$ cat src/rtl/fir_2x_tap_sequencer_if.sv
`default_nettype none
// ============================================================================
// Module  : fir_2x_tap_sequencer_if
// Brief   : Sample handshake, delay-RAM ports, tap BROM address and MAC strobes.
// Revision: 1.0 - initial release
// ============================================================================
interface fir_2x_tap_sequencer_if #(
  parameter int DATA_W     = 16,
  parameter int DLY_ADDR_W = 4,
  parameter int TAP_ADDR_W = 5
);
  logic                  clear;
  logic [DATA_W-1:0]     din;
  logic                  din_valid;
  logic                  din_ready;
  logic                  dly_wr_en;
  logic [DLY_ADDR_W-1:0] dly_wr_addr;
  logic [DATA_W-1:0]     dly_wr_data;
  logic [DLY_ADDR_W-1:0] dly_rd_addr;
  logic [TAP_ADDR_W-1:0] coef_address;
  logic                  coef_valid;
  logic                  mac_valid;
  logic                  mac_first;
  logic                  mac_last;
  logic                  mac_phase;

  // master: sample source / datapath side; slave: the sequencer
  modport master (
    output clear, din, din_valid,
    input  din_ready, dly_wr_en, dly_wr_addr, dly_wr_data, dly_rd_addr,
    input  coef_address, coef_valid, mac_valid, mac_first, mac_last, mac_phase
  );

  modport slave (
    input  clear, din, din_valid,
    output din_ready, dly_wr_en, dly_wr_addr, dly_wr_data, dly_rd_addr,
    output coef_address, coef_valid, mac_valid, mac_first, mac_last, mac_phase
  );
endinterface
`default_nettype wire

$ cat src/rtl/fir_2x_tap_sequencer.sv
`default_nettype none
// ============================================================================
// Module  : fir_2x_tap_sequencer
// Brief   : Per-sample write + two 16-tap polyphase passes for a 32-tap 2x FIR.
// Revision: 1.0 - initial release
// ============================================================================
module fir_2x_tap_sequencer #(
  parameter int NUM_TAPS    = 32,
  parameter int TAP_ADDR_W  = 5,
  parameter int DLY_ADDR_W  = 4,
  parameter int DATA_W      = 16,
  parameter int ROM_LATENCY = 1
) (
  input  logic                    clk,
  input  logic                    rstn,
  fir_2x_tap_sequencer_if.slave   bus
);

  localparam int                    c_taps_per_phase = NUM_TAPS / 2;
  localparam logic [DLY_ADDR_W-1:0] c_last_k = DLY_ADDR_W'(c_taps_per_phase - 1);
  localparam logic [DLY_ADDR_W-1:0] c_one    = DLY_ADDR_W'(1);

  typedef enum logic [2:0] {
    S_IDLE   = 3'd0,
    S_WRITE  = 3'd1,
    S_PHASE0 = 3'd2,
    S_PHASE1 = 3'd3,
    S_CLEAR  = 3'd4
  } state_t;

  state_t                r_state;
  state_t                w_state_nxt;
  logic [DLY_ADDR_W-1:0] r_k;
  logic [DLY_ADDR_W-1:0] w_k_nxt;
  logic [DLY_ADDR_W-1:0] r_wr_ptr;
  logic [DLY_ADDR_W-1:0] w_wr_ptr_nxt;
  logic [DLY_ADDR_W-1:0] r_newest;
  logic [DLY_ADDR_W-1:0] w_newest_nxt;

  logic                  w_din_ready;
  logic                  w_wr_en;
  logic [DLY_ADDR_W-1:0] w_wr_addr;
  logic [DATA_W-1:0]     w_wr_data;
  logic [DLY_ADDR_W-1:0] w_rd_addr;
  logic [TAP_ADDR_W-1:0] w_coef_addr;
  logic                  w_coef_valid;
  logic                  w_tap_first;
  logic                  w_tap_last;
  logic                  w_phase;

  // {valid, first, last, phase} of the tap presented on the BROM this cycle
  logic [3:0]            r_tap;
  logic [3:0]            r_mac_pipe [ROM_LATENCY];

  always_comb begin
    w_state_nxt  = r_state;
    w_k_nxt      = r_k;
    w_wr_ptr_nxt = r_wr_ptr;
    w_newest_nxt = r_newest;

    case (r_state)
      S_IDLE: begin
        if (bus.clear) begin
          w_state_nxt = S_CLEAR;
          w_k_nxt     = '0;
        end else if (bus.din_valid && bus.din_ready) begin
          w_state_nxt  = S_WRITE;
          w_newest_nxt = r_wr_ptr;
          w_wr_ptr_nxt = r_wr_ptr + c_one;
        end
      end
      S_WRITE: begin
        w_state_nxt = S_PHASE0;
        w_k_nxt     = '0;
      end
      S_PHASE0: begin
        if (r_k == c_last_k) begin
          w_state_nxt = S_PHASE1;
          w_k_nxt     = '0;
        end else begin
          w_k_nxt = r_k + c_one;
        end
      end
      S_PHASE1: begin
        if (r_k == c_last_k) begin
          w_state_nxt = S_IDLE;
          w_k_nxt     = '0;
        end else begin
          w_k_nxt = r_k + c_one;
        end
      end
      S_CLEAR: begin
        if (r_k == c_last_k) begin
          w_state_nxt  = S_IDLE;
          w_k_nxt      = '0;
          w_wr_ptr_nxt = '0;
        end else begin
          w_k_nxt = r_k + c_one;
        end
      end
      default: begin
        w_state_nxt = S_IDLE;
        w_k_nxt     = '0;
      end
    endcase

    // Outputs are decoded from the next state so they register alongside it
    w_din_ready  = 1'b0;
    w_wr_en      = 1'b0;
    w_wr_addr    = '0;
    w_wr_data    = '0;
    w_rd_addr    = '0;
    w_coef_addr  = '0;
    w_coef_valid = 1'b0;
    w_tap_first  = 1'b0;
    w_tap_last   = 1'b0;
    w_phase      = 1'b0;

    case (w_state_nxt)
      S_IDLE: begin
        w_din_ready = 1'b1;
      end
      S_WRITE: begin
        // WRITE is only entered from an IDLE accept, so din is the accepted sample
        w_wr_en   = 1'b1;
        w_wr_addr = w_newest_nxt;
        w_wr_data = bus.din;
      end
      S_PHASE0, S_PHASE1: begin
        w_phase      = (w_state_nxt == S_PHASE1);
        w_coef_valid = 1'b1;
        w_coef_addr  = TAP_ADDR_W'({w_k_nxt, w_phase});
        w_rd_addr    = w_newest_nxt - w_k_nxt;
        w_tap_first  = (w_k_nxt == '0);
        w_tap_last   = (w_k_nxt == c_last_k);
      end
      S_CLEAR: begin
        w_wr_en   = 1'b1;
        w_wr_addr = w_k_nxt;
      end
      default: begin
      end
    endcase
  end

  always_ff @(posedge clk or negedge rstn) begin
    if (!rstn) begin
      r_state          <= S_IDLE;
      r_k              <= '0;
      r_wr_ptr         <= '0;
      r_newest         <= '0;
      r_tap            <= '0;
      bus.din_ready    <= 1'b0;
      bus.dly_wr_en    <= 1'b0;
      bus.dly_wr_addr  <= '0;
      bus.dly_wr_data  <= '0;
      bus.dly_rd_addr  <= '0;
      bus.coef_address <= '0;
      bus.coef_valid   <= 1'b0;
      for (int i = 0; i < ROM_LATENCY; i++) begin
        r_mac_pipe[i] <= '0;
      end
    end else begin
      r_state          <= w_state_nxt;
      r_k              <= w_k_nxt;
      r_wr_ptr         <= w_wr_ptr_nxt;
      r_newest         <= w_newest_nxt;
      r_tap            <= {w_coef_valid, w_tap_first, w_tap_last, w_phase};
      bus.din_ready    <= w_din_ready;
      bus.dly_wr_en    <= w_wr_en;
      bus.dly_wr_addr  <= w_wr_addr;
      bus.dly_wr_data  <= w_wr_data;
      bus.dly_rd_addr  <= w_rd_addr;
      bus.coef_address <= w_coef_addr;
      bus.coef_valid   <= w_coef_valid;
      r_mac_pipe[0]    <= r_tap;
      for (int i = 1; i < ROM_LATENCY; i++) begin
        r_mac_pipe[i] <= r_mac_pipe[i-1];
      end
    end
  end

  assign bus.mac_valid = r_mac_pipe[ROM_LATENCY-1][3];
  assign bus.mac_first = r_mac_pipe[ROM_LATENCY-1][2];
  assign bus.mac_last  = r_mac_pipe[ROM_LATENCY-1][1];
  assign bus.mac_phase = r_mac_pipe[ROM_LATENCY-1][0];

endmodule
`default_nettype wire

$ cat src/flat_wrapper.sv
// flat-port wrapper written by rule: the top's interface ports become plain ports
module fir_2x_tap_sequencer_flat 
#(
  parameter int NUM_TAPS    = 32,
  parameter int TAP_ADDR_W  = 5,
  parameter int DLY_ADDR_W  = 4,
  parameter int DATA_W      = 16,
  parameter int ROM_LATENCY = 1
)
  (clk, rstn, bus_clear, bus_din, bus_din_valid, bus_din_ready, bus_dly_wr_en, bus_dly_wr_addr, bus_dly_wr_data, bus_dly_rd_addr, bus_coef_address, bus_coef_valid, bus_mac_valid, bus_mac_first, bus_mac_last, bus_mac_phase);
  fir_2x_tap_sequencer_if #(.DATA_W(DATA_W), .DLY_ADDR_W(DLY_ADDR_W), .TAP_ADDR_W(TAP_ADDR_W)) bus_i ();
  input  logic clk;
  input  logic rstn;
  input wire logic [$bits(bus_i.clear)-1:0] bus_clear;
  input wire logic [$bits(bus_i.din)-1:0] bus_din;
  input wire logic [$bits(bus_i.din_valid)-1:0] bus_din_valid;
  output wire logic [$bits(bus_i.din_ready)-1:0] bus_din_ready;
  output wire logic [$bits(bus_i.dly_wr_en)-1:0] bus_dly_wr_en;
  output wire logic [$bits(bus_i.dly_wr_addr)-1:0] bus_dly_wr_addr;
  output wire logic [$bits(bus_i.dly_wr_data)-1:0] bus_dly_wr_data;
  output wire logic [$bits(bus_i.dly_rd_addr)-1:0] bus_dly_rd_addr;
  output wire logic [$bits(bus_i.coef_address)-1:0] bus_coef_address;
  output wire logic [$bits(bus_i.coef_valid)-1:0] bus_coef_valid;
  output wire logic [$bits(bus_i.mac_valid)-1:0] bus_mac_valid;
  output wire logic [$bits(bus_i.mac_first)-1:0] bus_mac_first;
  output wire logic [$bits(bus_i.mac_last)-1:0] bus_mac_last;
  output wire logic [$bits(bus_i.mac_phase)-1:0] bus_mac_phase;
  assign bus_i.clear = bus_clear;
  assign bus_i.din = bus_din;
  assign bus_i.din_valid = bus_din_valid;
  assign bus_din_ready = bus_i.din_ready;
  assign bus_dly_wr_en = bus_i.dly_wr_en;
  assign bus_dly_wr_addr = bus_i.dly_wr_addr;
  assign bus_dly_wr_data = bus_i.dly_wr_data;
  assign bus_dly_rd_addr = bus_i.dly_rd_addr;
  assign bus_coef_address = bus_i.coef_address;
  assign bus_coef_valid = bus_i.coef_valid;
  assign bus_mac_valid = bus_i.mac_valid;
  assign bus_mac_first = bus_i.mac_first;
  assign bus_mac_last = bus_i.mac_last;
  assign bus_mac_phase = bus_i.mac_phase;
  fir_2x_tap_sequencer #(.NUM_TAPS(NUM_TAPS), .TAP_ADDR_W(TAP_ADDR_W), .DLY_ADDR_W(DLY_ADDR_W), .DATA_W(DATA_W), .ROM_LATENCY(ROM_LATENCY)) u_core (.clk(clk), .rstn(rstn), .bus(bus_i));
endmodule
$ cat config.mk
export PLATFORM = sky130hd
export DESIGN_NAME = fir_2x_tap_sequencer_flat
export DESIGN_NICKNAME = d
export VERILOG_FILES = /design/src/rtl/fir_2x_tap_sequencer_if.sv /design/src/rtl/fir_2x_tap_sequencer.sv /design/src/flat_wrapper.sv
export SDC_FILE = /design/constraint.sdc
export NUM_CORES = 1
export LEC_CHECK = 0
export BUFFER_PORTS_ARGS = -buffer_cell sky130_fd_sc_hd__buf_4
export CELL_PAD_IN_SITES_DETAIL_PLACEMENT = 1
export CELL_PAD_IN_SITES_GLOBAL_PLACEMENT = 1
export CORE_MARGIN = 8
export CORE_UTILIZATION = 40
export CTS_CLUSTER_SIZE = 24
export DETAILED_ROUTE_END_ITERATION = 8
export MAX_ROUTING_LAYER = met4
export PLACE_DENSITY_LB_ADDON = 0.1
export SLEW_MARGIN = 30
export SYNTH_ARGS = -nofsm -noshare
export SYNTH_HDL_FRONTEND = slang
export SYNTH_SLANG_ARGS = --single-unit
$ cat constraint.sdc
create_clock -name clk -period 2.8 [get_ports clk]
set_input_delay 0.56 -clock clk [delete_from_list [all_inputs] [get_ports clk]]
set_output_delay 0.56 -clock clk [all_outputs]
set_load 0.01 [all_outputs]
# ---- Word level (Yosys, flattened, before mapping)
# Index checks and enable logic that the tools add are counted.
dict set report classes {
  n_addsub 3
  eq_ne 13
  muxes 25
  reduce_logical 10
}
# op count
set op_table {}
lappend op_table {{two-way mux 4 bit} 9}
lappend op_table {{case mux 4 bit (2 select lines)} 3}
lappend op_table {{two-way mux 16 bit} 1}
lappend op_table {{== test 3 x 2 -> 1 bit, second input constant} 4}
lappend op_table {{two-way mux 3 bit} 4}
lappend op_table {{case mux 3 bit (4 select lines)} 1}
lappend op_table {{adder 4 x 1 -> 4 bit, second input constant} 2}
lappend op_table {{== test 4 bit, second input constant} 2}
lappend op_table {{== test 3 x 1 -> 1 bit, second input constant} 2}
lappend op_table {{== test 3 bit, second input constant} 2}
lappend op_table {{logical NOT 3 bit} 2}
lappend op_table {{two-way mux 1 bit} 6}
lappend op_table {{OR reduction 2 bit} 3}
lappend op_table {{two-way mux 5 bit} 1}
lappend op_table {{logical NOT 4 bit} 1}
lappend op_table {{!= test 2 x 1 -> 1 bit, second input constant} 2}
lappend op_table {{AND reduction 4 bit} 1}
lappend op_table {{subtractor 4 bit} 1}
lappend op_table {{OR reduction 3 bit} 1}
lappend op_table {{!= test 2 bit, second input constant} 1}
lappend op_table {{nonzero test 2 bit} 1}
lappend op_table {{logical AND 1 bit} 1}
dict set report totals {
  ff_bits 55
  output_inout_bits 36
}

# ---- Longest topological paths before layout
dict set report logic_depth {
  word_depth 7
  mapped_depth 11
  mapped_depth_nobuf 10
}

# ---- Worst setup path before layout
# Ideal clock, no wire load.
dict set report synth_timing {
  kind {input port to flip-flop}
  startpoint {input bus_clear}
  endpoint {register u_core.bus.dly_rd_addr[3]}
  arrival_time_ns 2.393
  required_time_ns 2.675
  setup_slack_ns 0.282
  cell_stages 10
  cell_sequence {nand4bb_1 -> nor3_2 -> clkbuf_1 -> nand2_1 -> nand2_1 -> ha_1 -> a21o_1 -> a21oi_1 -> xnor2_1 -> mux2_2}
}
dict set report synth_via {
  word_cells_on_any_way 11
  classes_between {add/sub (1); eq/ne (2); mux (7); reduce/logical (1)}
}
# element line_no
set synth_rtl {}
lappend synth_rtl {{start: declaration} flat_wrapper.sv:14} ;# input wire logic [$bits(bus_i.clear)-1:0] bus_clear;
lappend synth_rtl {{two-way mux 4 bit} fir_2x_tap_sequencer.sv:63} ;# if (bus.clear) begin
lappend synth_rtl {{two-way mux 4 bit} fir_2x_tap_sequencer.sv:61} ;# case (r_state)
lappend synth_rtl {{via u_core.w_newest_nxt[1]} fir_2x_tap_sequencer.sv:38} ;# logic [DLY_ADDR_W-1:0] w_newest_nxt;
lappend synth_rtl {{subtractor 4 bit} fir_2x_tap_sequencer.sv:133} ;# w_rd_addr = w_newest_nxt - w_k_nxt;
lappend synth_rtl {{two-way mux 4 bit} fir_2x_tap_sequencer.sv:119} ;# case (w_state_nxt)
lappend synth_rtl {{via u_core.w_rd_addr[3]} fir_2x_tap_sequencer.sv:44} ;# logic [DLY_ADDR_W-1:0] w_rd_addr;
lappend synth_rtl {{end signal: assignment} fir_2x_tap_sequencer.sv:173} ;# bus.dly_rd_addr <= w_rd_addr;
lappend synth_rtl {{end: declaration} fir_2x_tap_sequencer_if.sv:36} ;# output din_ready, dly_wr_en, dly_wr_addr, dly_wr_data, dly_rd_addr,
# The timed path passes the listed nets, and every way through them passes these cells.
# A chain may end at the register's enable or synchronous reset.

# ---- Worst setup path after layout
dict set report layout_timing {
  startpoint {register u_core.r_k[0]}
  endpoint {register u_core.bus.dly_rd_addr[3]}
}
dict set report layout_via {
  word_cells_on_any_way 13
  classes_between {add/sub (2); eq/ne (3); mux (7); reduce/logical (1)}
}
# element line_no
set layout_rtl {}
lappend layout_rtl {{start: declaration} fir_2x_tap_sequencer.sv:33} ;# logic [DLY_ADDR_W-1:0] r_k;
lappend layout_rtl {{start signal: assignment} fir_2x_tap_sequencer.sv:165} ;# r_k <= w_k_nxt;
lappend layout_rtl {{adder 4 x 1 -> 4 bit or == test 4 bit (tied branches)} -}
lappend layout_rtl {{two-way mux 4 bit} {fir_2x_tap_sequencer.sv:77, fir_2x_tap_sequencer.sv:85, fir_2x_tap_sequencer.sv:93}}
lappend layout_rtl {{case mux 4 bit (2 select lines) (*)} fir_2x_tap_sequencer.sv:61}
lappend layout_rtl {{via u_core.w_k_nxt[0]} fir_2x_tap_sequencer.sv:34} ;# logic [DLY_ADDR_W-1:0] w_k_nxt;
lappend layout_rtl {{subtractor 4 bit (*)} fir_2x_tap_sequencer.sv:133}
lappend layout_rtl {{two-way mux 4 bit (*)} fir_2x_tap_sequencer.sv:119}
lappend layout_rtl {{via u_core.w_rd_addr[3]} fir_2x_tap_sequencer.sv:44}
# The timed path passes the listed nets; every way through them passes the cells marked *.

==> reports/qor.yml <==
worst_setup_path:
  required_ps: 2990
  slowest_delay_ps: 480
  worst-path-max-fanout: 6
  cp-start-kind: "flop"
  r2r_slack_ps: 210
  worstPathArrival_ps: 2780
  cp_slowest_cell: "dfrtp_1"
  reg2reg_depth: 10
  r2r-start: "u_core.r_k[0]"
  cp-end-kind: "flop"
  crit_top_cell: "ha_1"
  r2r-end: "u_core.bus.dly_rd_addr[3]"
  cp_cell_sequence: "ha_1, and3_4, nor3_2, a211o_1, ha_1, inv_1, a21o_1, a21oi_1, xnor2_1, mux2_2"
  worstSetupPathType: "flop to flop"
floorplan:
  coreArea_sq_um: 5010
  pin_count: 56
  start_util_pct: 40.7
  fp.dieH_microns: 87.4
  fp-row-count: 26
  die_w_microns: 87.4
  dieArea_sq_um: 7640
sta:
  slew_violations: 0
  min_period_over_period_pct: 92.7
  setup_slack_ps: 205
  timing.slew.headroom_pct: 57.3
  finalHoldViolCount: 0
  fin_skew_ps: 11.5
  fin_tns_setup_ps: 0
  rsz0062_at_grt: "false"
  tightest_slew_ps: 641
  fmax_ghz: 0.385
  period_minus_slack_ps: 2590
  finalSetupViolCount: 0
cells_and_area:
  utilization_pct: 54.1
  area_growth_pct: 33.0
  n_antenna_cell: 0
  layout-drive-gt1-share_pct: 35.3
  num-nets-final: 257
detailed_routing:
  drt_iter0_drc: 46
  drt-met1-wl_mm: 1.99
  dr.max_layer_used: "met4"
  ant_nets: 0
  wirelength_mm: 4.88
  avgViaCountPerCell: 4.76
  wl_met3_microns: 228
  wl_per_cell_microns: 16.2
  firstDrtPassIters: 4
  vias: 1438
  remaining_drc_errors: 0
  wl_met2_mm: 2.58
grt:
  grt_pass1_vias: 1585
  antenna_found_initial: 0
  track_usage_pct: 14.0
  grt_max_degree: 54
  grt_pass1_wl_mm: 7.94
  grt_overflow: 0
cts:
  cts.reportedPaths.clkPinSlew_ps: 100
  cts_tree: "done"
  clk_path_buf_depth: 2
  clockRootBuffer: "clkbuf_8"
  cts.sink_count: 53
  h-tree-depth: 2
  clock_latency_ps: 300
  cts_buffers: 5
yosys:
  syn_area_per_cell_sq_um: 12.3
  synth_top_cells_by_area: "dfrtp_1 65%, and2_1 5.2%, nand2_1 3.1%, ha_1 3.1%, nor2_1 2.0%"
  yosysTopAreaCell: "dfrtp_1"
  ys_warn_count: 0
  netlist_area_sq_um: 2040
  ys_ff_latch: 53
  ys_seq_area_share_pct: 65.0
  synth_cell_types: 41
  netlist_instances: 166
  synth_nets: 192
  synth_top_area_share_pct: 65.0
power_and_ir_drop:
  power_density_nw_per_um2: 853
  cellLeakagePower_nw: 1.46
  peakVddDrop_mv: 0.566
hold_path:
  min_path_type: "input port to async pin"
status:
  status: "finished, final reports clean"
job:
  maxCapViolCount: 0
placed_design:
  routabilityCongestion: 0.832
  place.port_buffers: 55
  preCtsSetupSlack_ps: 149
  dp_hpwl_mm: 3.70
flip-flops by register name, indices dropped and copies added, names as in the netlist, 4 cells and up:
name and flops:
u_core.bus.coef_address 5, u_core.bus.dly_wr_data 16, u_core.bus.dly_rd_addr 4, u_core.r_wr_ptr 4, u_core.bus.dly_wr_addr 4, u_core.r_mac_pipe 4
u_core.r_newest 4, u_core.r_k 4
where the power goes:
group | internal (mW) | total, mW | leakage (nW) | switching (mW)
sequential | 0.855 | 0.944 | 0.714 | 0.0896
clock | 0.355 | 0.592 | 0.0681 | 0.238
combinational | 0.359 | 0.778 | 0.673 | 0.419
total | 1.57 | 2.31 | 1.46 | 0.746
metrics by stage:
stage                     hold slack [ps]  total power, mW  cells  cell area [sq um]
after floorplan                       264             1.37    166               2040
after global placement                334             1.67    292               2550
after detailed placement              342             1.69    292               2550
after CTS                             291             2.31    300               2690
after global routing                  310             2.48    302               2710
final                                 264             2.31    302               2710
cell families (layout without fill, tap and decap cells):
family	Yosys count	count (layout)	synth area share (%)
adders and majority gates	6	6	4.05
xor gates and xnor gates	6	6	2.58
buffers and inverters	15	81	3.37
AOI/OAI and AO/OA	17	17	5.46
muxes	2	2	1.04
DFF	53	53	65.0
and+or+nand+nor	67	67	18.5
routing by layer:
| metal | vias up | GRT usage, % |
|---|---|---|
| met3 | 8 | 4.06 |
| met2 | 32 | 23.4 |
| met1 | 732 | 15.9 |
| li1 | 666 | - |
| met5 | - | - |
| met4 | 0 | 3.75 |
cells in the mapped netlist:
library cell / instances
a2bb2oi_1: 1
buf_4: 1
o22ai_1: 1
a211o_1: 1
nand3_1: 2
nor3_2: 2
xnor2_1: 3
ha_1: 5
buf_6: 1
nor4_2: 1
o21ai_0: 5
a21o_1: 1
a21oi_1: 3
buf_2: 1
or3_1: 1
mux2i_1: 1
inv_1: 8
and4_1: 1
a22o_1: 2
clkbuf_1: 2
nor2b_1: 1
nand3b_1: 1
nor2_2: 1
and3_1: 3
nand2_1: 17
nor2_4: 1
fa_1: 1
a22oi_1: 1
o21a_1: 1
nand2b_1: 2
a21boi_0: 1
mux2_2: 1
dfrtp_1: 53
nor2_1: 11
nand4bb_1: 1
and3_4: 1
nand4_1: 2
xor2_1: 3
nor3_1: 2
inv_2: 2
and2_1: 17
critical path: cells and delay by family, from the launching register on:
family          cells  cell delay [ps]
xor+xnor            1              140
flops               1              480
fa+ha+maj           2              500
buf+inv             1               50
mux                 1              340
simple gates        2              440
compound gates      3              530
worst max path at each step:
stage	startpoint	endpoint	slack [ps]	cells past startpoint
5_1_grt	u_core.r_k[0]	u_core.bus.dly_rd_addr[3]	7	10
3_3_place_gp	u_core.r_k[0]	u_core.bus.dly_rd_addr[3]	170	10
6_report	u_core.r_k[0]	u_core.bus.dly_rd_addr[3]	210	10
2_1_floorplan	bus_clear	u_core.bus.dly_rd_addr[3]	280	10
3_5_place_dp	bus_clear	u_core.bus.dly_rd_addr[3]	150	11
4_1_cts	u_core.r_k[0]	u_core.bus.dly_rd_addr[3]	120	10
layout by cell type, fill, tap and decap left out, types with 4 or more instances in the layout:
cell type  synthesis  routed
and2_1            17      17
buf_4              1      63
clkbuf_8           0       5
dfrtp_1           53      53
ha_1               5       5
inv_1              8       8
nand2_1           17      17
nor2_1            11      11
nor3_2             2       4
o21ai_0            5       5
area by class of cell:
cell class	instances	area [sq um]
Sequential cell	53	1330
Fill cell	564	2300
Clock inverter	3	65.1
Clock buffer	5	68.8
Timing Repair Buffer	63	473
Tap cell	70	87.6
Inverter	10	37.5
Multi-Input combinational cell	98	654
repair_timing:
item	CTS	global route
endpoints found under the hold margin	0	0
buffers inserted	0	2
resized for setup	0	2
setup endpoints to repair	0	1
hold buffers	0	0
Note: power is estimated with default switching activity, not from simulation.
